==> config.mk <==
export PLATFORM = sky130hd
export DESIGN_NAME = cpu_sequencer
export DESIGN_NICKNAME = d
export VERILOG_FILES = /design/src/rtl/cpu_pkg.sv /design/src/rtl/seq_pc.sv /design/src/rtl/cpu_sequencer.sv
export SDC_FILE = /design/constraint.sdc
export NUM_CORES = 1
export LEC_CHECK = 0
export ABC_AREA = 1
export CORE_MARGIN = 2
export CORE_UTILIZATION = 51
export CTS_CLUSTER_SIZE = 16
export DETAILED_ROUTE_END_ITERATION = 10
export PLACE_DENSITY = 0.82
export SYNTH_ARGS = -nofsm -noshare
export SYNTH_HDL_FRONTEND = slang
export SYNTH_SLANG_ARGS = --single-unit
==> constraint.sdc <==
create_clock -name clk -period 4.2 [get_ports clk]
set_input_delay 0.84 -clock clk [delete_from_list [all_inputs] [get_ports clk]]
set_output_delay 0.84 -clock clk [all_outputs]
set_load 0.02 [all_outputs]
==> src/rtl/cpu_pkg.sv <==
`default_nettype none
// +--------------------------------------------------------------------+
// | cpu_pkg : state encodings, opcode constants and helpers shared by  |
// |           the cpu_sequencer block.          Rev 1.0                |
// +--------------------------------------------------------------------+
package cpu_pkg;

   typedef enum logic [2:0] {
      ST_IDLE   = 3'd0,
      ST_FETCH  = 3'd1,
      ST_DECODE = 3'd2,
      ST_EXEC   = 3'd3,
      ST_WB     = 3'd4,
      ST_HALT   = 3'd5
   } state_e;

   localparam logic [3:0]  OP_JMP       = 4'hE;
   localparam logic [3:0]  OP_HLT       = 4'hF;
   // Opcodes below this value are ALU operations.
   localparam logic [3:0]  OP_ALU_LIMIT = 4'h8;
   localparam logic [15:0] RETIRED_MAX  = 16'hFFFF;

   function automatic logic [15:0] sat_inc(input logic [15:0] v);
      return (v == RETIRED_MAX) ? v : v + 16'd1;
   endfunction

endpackage
`default_nettype wire

==> src/rtl/seq_pc.sv <==
`default_nettype none
// +--------------------------------------------------------------------+
// | seq_pc : program counter with reset, wrapping increment and load.  |
// |                                             Rev 1.0                |
// +--------------------------------------------------------------------+
module seq_pc
   import cpu_pkg::*;
#(
   parameter int PC_W = 8
) (
   input  logic            clk,
   input  logic            rst,
   input  logic            inc,
   input  logic            load,
   input  logic [PC_W-1:0] load_val,
   output logic [PC_W-1:0] pc
);

   localparam logic [PC_W-1:0] PC_ONE = PC_W'(1);

   logic [PC_W-1:0] pc_q;
   logic [PC_W-1:0] pc_d;

   // Load wins over increment; the addition wraps naturally at 2^PC_W.
   always_comb begin
      pc_d = pc_q;
      if (load) begin
         pc_d = load_val;
      end else if (inc) begin
         pc_d = pc_q + PC_ONE;
      end
   end

   always_ff @(posedge clk) begin
      if (rst) begin
         pc_q <= '0;
      end else begin
         pc_q <= pc_d;
      end
   end

   assign pc = pc_q;

endmodule
`default_nettype wire

==> src/rtl/cpu_sequencer.sv <==
`default_nettype none
// +--------------------------------------------------------------------+
// | cpu_sequencer : fetch/decode/exec/writeback control FSM with       |
// |                 registered outputs.         Rev 1.0                |
// +--------------------------------------------------------------------+
module cpu_sequencer
   import cpu_pkg::*;
#(
   parameter int PC_W = 8
) (
   input  logic            clk,
   input  logic            rst,
   input  logic            run,
   output logic            imem_req,
   output logic [PC_W-1:0] imem_addr,
   input  logic            imem_ack,
   input  logic [7:0]      imem_rdata,
   output logic [3:0]      op,
   output logic [3:0]      imm,
   output logic            alu_go,
   input  logic            alu_done,
   output logic            reg_we,
   output logic [PC_W-1:0] pc,
   output logic [15:0]     retired,
   output logic            halted,
   output logic [2:0]      state
);

   state_e      state_q, state_d;
   logic [3:0]  op_q, op_d;
   logic [3:0]  imm_q, imm_d;
   logic [15:0] retired_q, retired_d;
   logic        imem_req_q, imem_req_d;
   logic        alu_go_q, alu_go_d;
   logic        reg_we_q, reg_we_d;
   logic        halted_q, halted_d;
   logic        pc_inc;
   logic        pc_load;

   seq_pc #(.PC_W(PC_W)) u_seq_pc (
      .clk      (clk),
      .rst      (rst),
      .inc      (pc_inc),
      .load     (pc_load),
      .load_val (PC_W'(imm_q)),
      .pc       (pc)
   );

   always_comb begin
      state_d   = state_q;
      op_d      = op_q;
      imm_d     = imm_q;
      retired_d = retired_q;
      pc_inc    = 1'b0;
      pc_load   = 1'b0;
      case (state_q)
         ST_IDLE: begin
            if (run) state_d = ST_FETCH;
         end
         ST_FETCH: begin
            if (imem_ack) begin
               op_d    = imem_rdata[7:4];
               imm_d   = imem_rdata[3:0];
               pc_inc  = 1'b1;
               state_d = ST_DECODE;
            end
         end
         ST_DECODE: begin
            if (op_q < OP_ALU_LIMIT) begin
               state_d = ST_EXEC;
            end else if (op_q == OP_JMP) begin
               pc_load   = 1'b1;
               retired_d = sat_inc(retired_q);
               state_d   = ST_FETCH;
            end else if (op_q == OP_HLT) begin
               retired_d = sat_inc(retired_q);
               state_d   = ST_HALT;
            end else begin
               state_d = ST_WB;
            end
         end
         ST_EXEC: begin
            if (alu_done) state_d = ST_WB;
         end
         ST_WB: begin
            retired_d = sat_inc(retired_q);
            state_d   = run ? ST_FETCH : ST_IDLE;
         end
         ST_HALT: begin
            state_d = ST_HALT;
         end
         default: begin
            state_d = ST_IDLE;
         end
      endcase

      // Outputs are registered versions of what the next state implies.
      imem_req_d = (state_d == ST_FETCH);
      alu_go_d   = (state_q == ST_DECODE) && (state_d == ST_EXEC);
      reg_we_d   = (state_d == ST_WB);
      halted_d   = (state_d == ST_HALT);
   end

   always_ff @(posedge clk) begin
      if (rst) begin
         state_q    <= ST_IDLE;
         op_q       <= 4'h0;
         imm_q      <= 4'h0;
         retired_q  <= 16'h0000;
         imem_req_q <= 1'b0;
         alu_go_q   <= 1'b0;
         reg_we_q   <= 1'b0;
         halted_q   <= 1'b0;
      end else begin
         state_q    <= state_d;
         op_q       <= op_d;
         imm_q      <= imm_d;
         retired_q  <= retired_d;
         imem_req_q <= imem_req_d;
         alu_go_q   <= alu_go_d;
         reg_we_q   <= reg_we_d;
         halted_q   <= halted_d;
      end
   end

   assign imem_req  = imem_req_q;
   assign imem_addr = pc;
   assign op        = op_q;
   assign imm       = imm_q;
   assign alu_go    = alu_go_q;
   assign reg_we    = reg_we_q;
   assign retired   = retired_q;
   assign halted    = halted_q;
   assign state     = state_q;

endmodule
`default_nettype wire
=== Word level (Yosys, flattened, before mapping) ===
Cells that the tools add are included.

* ROM bits: 0
* Flip-flop bits (word level): 39
* Memory bits (writable): 0
* Memories kept: 0
* Bits in latches: 0

* Shift-type cells: 0
* $mul: 0
* Div/mod/pow operators: 0
* Bitwise gates (word level): 0
* $add $sub $neg: 2
* Muxes and demuxes: 20
* Magnitude comparators: 1
* Reductions and logical operators: 7
* Equality and inequality tests: 14

{| class="wikitable"
|+ Operator list
! cell !! count
|-
| 16-bit two-way mux || 4
|-
| 16-bit one-hot mux with 2 select lines || 1
|-
| 3-bit one-hot mux with 6 select lines || 1
|-
| 16-bit by 1-bit adder with 16-bit output, second input constant || 1
|-
| 16-bit equality test, second input constant || 1
|-
| 3-bit two-way mux || 5
|-
| 3-bit equality test, second input constant || 4
|-
| 3-bit by 2-bit equality test with 1-bit output, second input constant || 3
|-
| 8-bit by 1-bit adder with 8-bit output, second input constant || 1
|-
| 4-bit equality test, second input constant || 2
|-
| 4-bit two-way mux || 2
|-
| 1-bit two-way mux || 7
|-
| 3-bit by 1-bit equality test with 1-bit output, second input constant || 2
|-
| 4-bit < comparator, second input constant || 1
|-
| 2-bit nonzero test || 2
|-
| 3-bit logical NOT || 1
|-
| 3-bit inequality test, second input constant || 1
|-
| 3-bit AND reduction || 1
|-
| 2-bit inequality test, second input constant || 1
|-
| 2-bit AND reduction || 1
|-
| 2-bit OR reduction || 1
|-
| 1-bit logical AND || 1
|}

=== Depth between registers and ports, before layout ===
* Depth after elaboration: 7
* Mapped depth: 10
* Depth with buffers taken out: 10

=== Hierarchy ===
Synthesis repeated with hierarchy kept, for this count alone.

* Cell total of the unflattened synthesis: 319
* Area total of the unflattened synthesis: 2155.8 sq um

{| class="wikitable"
|+ Modules (own cells, without submodules)
! module !! area each (sq um) !! cells an instance !! seq. area each (sq um) !! times used
|-
| cpu_sequencer || 1666.6 || 249 || 620.6 || 1
|-
| seq_pc || 489.2 || 70 || 160.2 || 1
|}

=== Worst setup path after synthesis ===
No wires, ideal clock.

* Path kind: reg2reg
* From: reg retired_q[0] (netlist: retired[0])
* To: reg retired_q[12] (netlist: retired[12])
* Stages on the path, launching flop included: 11
* Setup time: 0.070 ns
* Arrival: 1.589 ns
* Slack: 2.542 ns
* Required time: 4.130 ns
* Period minus slack after synthesis: 1.658 ns
* Cells stage by stage: dfxtp_1 -> ha_1 -> inv_1 -> nor2_4 -> nand2_2 -> nor2_4 -> inv_2 -> nand2_4 -> buf_12 -> nand2_2 -> a21oi_2

* Longest elaborated chain between the ends: 6

{| class="wikitable"
|+ RTL lines
! item !! line !! RTL
|-
| start, declared || cpu_sequencer.sv:32 || <nowiki>logic [15:0] retired_q, retired_d;</nowiki>
|-
| start signal, assigned || cpu_sequencer.sv:118 || <nowiki>retired_q <= retired_d;</nowiki>
|-
| 16-bit by 1-bit adder with 16-bit output / 16-bit equality test (equally long branches) || cpu_pkg.sv:24 || <nowiki>return (v == RETIRED_MAX) ? v : v + 16'd1;</nowiki>
|-
| 16-bit two-way mux (*) || cpu_pkg.sv:24 ||
|-
| 16-bit two-way mux || cpu_sequencer.sv:75 || <nowiki>end else if (op_q == OP_HLT) begin</nowiki>
|-
| 16-bit two-way mux || cpu_sequencer.sv:71 || <nowiki>end else if (op_q == OP_JMP) begin</nowiki>
|-
| 16-bit two-way mux || cpu_sequencer.sv:69 || <nowiki>if (op_q < OP_ALU_LIMIT) begin</nowiki>
|-
| 16-bit one-hot mux with 2 select lines (*) || cpu_sequencer.sv:56 || <nowiki>case (state_q)</nowiki>
|}

Every way passes the cells marked *; elsewhere a longest branch is shown, timed or not. The select of a mux whose other input is x is not followed.
A chain may end at the register's enable or synchronous reset.

=== Worst setup path after layout ===
* From: reg retired_q[4] (netlist: retired[4])
* To: out retired[4]

{| class="wikitable"
|+ RTL lines
! item !! line !! RTL
|-
| end, declared || cpu_sequencer.sv:24 || <nowiki>output logic [15:0] retired,</nowiki>
|}

No word-level cell between the ends.

==> summary.txt <==
Outcome
  – Status: finished, final reports clean

Worst setup path
  – CP startpoint: retired[4]$_SDFFE_PP0P_
  – Crit path required time: 3.36 ns
  – Flop-to-flop setup slack: 2.41 ns
  – WP buf/inv: 1
  – Crit path kind: flop to output port
  – Top delay family on crit path: buffers and inverters
  – Critical Path Sink Type: output port
  – Slowest cell on crit path: clkdlybuf4s50_1
  – Critical Path Fanout Max: 6
  – Worst EP arrival: 1.46 ns
  – RR Endpoint: u_seq_pc.pc[6]$_SDFFE_PP0P_
  – Crit path cell chain: clkdlybuf4s50_1
  – Max incr delay on CP: 0.66 ns
  – R2R cell count: 8
  – Critical R2R Launch: state[0]$_SDFF_PP0_
  – Element type at the critical path start: flop

Die
  – Core footprint: 3971 um^2
  – Starting density of the core: 52.30%
  – IO Count: 60
  – Die Area: 4599 um^2
  – Die width: 67.82 um
  – Chip height: 67.82 um
  – Row Count: 23

Routing
  – Routed Antenna Nets: 0
  – Vias per cell: 5.095
  – DR WL/cell: 12.21 um
  – Residual DRC count: 0
  – Final Routed Wirelength: 4.910 mm
  – DR vias: 2,048
  – Initial drt markers: 110
  – First-pass detailed-route iteration total: 4

Timing
  – Setup TNS: 0 ns
  – Final setup fails: 0
  – Period minus WS final: 2.296 ns
  – Slew at the pin closest to its max-slew limit: 0.5796 ns
  – F_max: 435.6 MHz
  – Final Hold Viols: 0
  – Final worst path period share: 54.66%
  – Clock skew: 0.009518 ns
  – Worst slew margin: 61.36%
  – Fin. max-slew vios: 0
  – RSZ-0062 raised after global routing: no

Synthesis
  – Flops & latches, synth: 39
  – Post-Synth Simple-Gate Area: 37.17%
  – Syn Std Cell Area: 2077 um^2
  – Synth unique cells: 26
  – Post-synthesis sequential area ratio: 37.59%
  – Adder-cell area share of the yosys netlist: 1.205%
  – Synth Instances: 299
  – Post-Synth XOR/XNOR Area: 3.373%
  – Synth Area per Inst: 6.946 um^2
  – Mux cell area share after synthesis: 0%
  – Largest family of logic cells by synthesized area: simple AND/OR/NAND/NOR gates
  – Post-synthesis compound-gate area fraction: 10.90%
  – Post-Syn Nets: 314
  – Yosys warns: 0

Min path
  – Worst hold start: imm[0]$_SDFFE_PP0P_
  – WHS Path Cells: 2
  – Hold Crit Class: flop to flop
  – Hold Path End: imm[0]$_SDFFE_PP0P_

Final layout
  – Diodes inserted: 0
  – Layout area overhead: 32.23%
  – Final cell count without fillers: 402
  – # nets final: 366
  – Layout cells sized above 1: 11.08%
  – Fill cells: 363

Clock tree
  – H-tree Lvls: 2
  – Hold buffer count at cts: 0
  – Clock latency on the worst-skew pair: 0.30 ns
  – CTS max path bufs: 2
  – Clock transition at path regs: 0.08 ns
  – Clock sink count: 39
  – Clk root buf: clkbuf_8
  – Post-CTS Setup Bufs: 0
  – CTS resizes: 0
  – TritonCTS clock tree: built
  – CTS buffer count: 5

Global route
  – GRT Total Usage: 22.64%
  – Initial antenna violation count: 0
  – Number of global-route vias before repair: 1,799
  – Largest net degree at the start of global routing: 20
  – Global-route wire length before repair: 7.776 mm
  – Grt ovf: 0

Flow run
  – Max-cap viol count: 0

Pwr
  – Total power: 0.8141 mW
  – Leakage power: 0.9871 nW
  – Power Dens Cells: 296.4 nW/um^2
  – Peak VDD IR: 0.3068 mV

Place
  – Port bufs: 59
  – Post-DP HPWL: 3.475 mm
  – RePlAce Congestion: 0.8383
  – Placed cells: 394
metal layers:
| layer | up-vias | part of all wire (%) | global-route usage, % |
|---|---|---|---|
| li1 | 1050 | - | - |
| met2 | 46 | 50 | 39.09 |
| met1 | 946 | 44 | 27.78 |
| met4 | 0 | 1.3 | 9.250 |
| met5 | - | 0 | 0 |
| met3 | 6 | 5.4 | 4.112 |
worst max-delay path by stage:
| stage | cells after the start | slack (ns) | to |
|---|---|---|---|
| detailed placement | 9 | 1.70 | u_seq_pc.pc[6]$_SDFFE_PP0P_ |
| CTS | 1 | 1.91 | retired[4] |
| global route | 9 | 1.76 | u_seq_pc.pc[6]$_SDFFE_PP0P_ |
| finish | 1 | 1.90 | retired[4] |
| floorplan | 10 | 2.54 | retired[12]$_SDFFE_PP0P_ |
| global placement | 10 | 1.74 | u_seq_pc.pc[6]$_SDFFE_PP0P_ |
flip-flops by register name, indices dropped and copies added (netlist names):
| register | count |
|---|---|
| u_seq_pc.pc | 8 |
| op | 4 |
| imm | 4 |
| reg_we | 1 |
| alu_go | 1 |
| state | 3 |
| retired | 16 |
| imem_req | 1 |
| halted | 1 |
cells in the mapped netlist (all sizes together):
| master | number | share of area, % |
|---|---|---|
| or2 | 1 | 0.30 |
| nand3b | 2 | 0.72 |
| dfxtp | 39 | 38 |
| inv | 25 | 4.5 |
| nor3 | 5 | 1.2 |
| nand4 | 7 | 2.1 |
| clkbuf | 3 | 0.54 |
| xor2 | 7 | 3.0 |
| o21bai | 1 | 0.36 |
| ha | 2 | 1.2 |
| nand3 | 22 | 5.3 |
| a21oi | 20 | 6.8 |
| nand2 | 87 | 17 |
| xnor2 | 1 | 0.42 |
| nor2 | 50 | 10 |
| o21ai | 13 | 3.1 |
| buf | 12 | 4.7 |
| a31oi | 2 | 0.60 |
cells by family after synthesis:
family / Yosys count
fa+ha+maj: 2
buf+inv: 40
simple gates: 174
xor+xnor: 8
compound gates: 36
flops: 39
cell usage in the layout, fill, tap and decap left out, types with 2 or more instances in the layout:
cell	instances
nand2_1	76
clkdlybuf4s50_1	59
a31oi_1	2
a21oi_1	9
clkbuf_8	6
nand4_1	7
dfxtp_1	39
nand2_2	10
nor3_1	5
nor2_4	3
o21ai_0	13
ha_1	2
inv_2	3
nand3_1	22
inv_1	22
xor2_1	7
nand3b_1	2
a21oi_2	11
nor2_1	46
area by class of cell:
type,instances,area [um^2],area share [%]
well taps,50,62.56,2.278
repair buffers,60,598.1,21.78
multi-input cells,220,1094,39.82
clock buffers,6,82.58,3.007
clock inverters,2,35.03,1.276
inverters,25,93.84,3.417
flip-flops and latches,39,780.7,28.43
power breakdown:
part / internal [mW] / leakage (nW) / switching (mW)
logic: 0.0421 / 0.610 / 0.0521
registers: 0.381 / 0.316 / 0.0111
clock network: 0.192 / 0.0612 / 0.135
total: 0.615 / 0.987 / 0.199
worst reg2reg max path, cell delays in order, from the launching register on:
cell and delay, ns:
dfxtp_1 0.39, inv_1 0.07, nor2_1 0.18, nand2_1 0.33, inv_2 0.29, nand2_1 0.08, nor2_1 0.16, nand3_1 0.09
a21oi_1 0.14
stage by stage:
step / hold slack (ns) / util, % / instance area, um^2 / setup slack, ns
after floorplan: 0.5633 / - / 2077 / 2.542
after global placement: 0.4918 / 66.19 / 2629 / 1.744
after detailed placement: 0.5009 / 66.19 / 2629 / 1.697
after CTS: 0.5061 / 69.16 / 2746 / 1.914
after global routing: 0.5517 / 69.16 / 2746 / 1.757
final: 0.5067 / 69.16 / 2746 / 1.904
No activity file was read; power rests on OpenSTA's default activity.
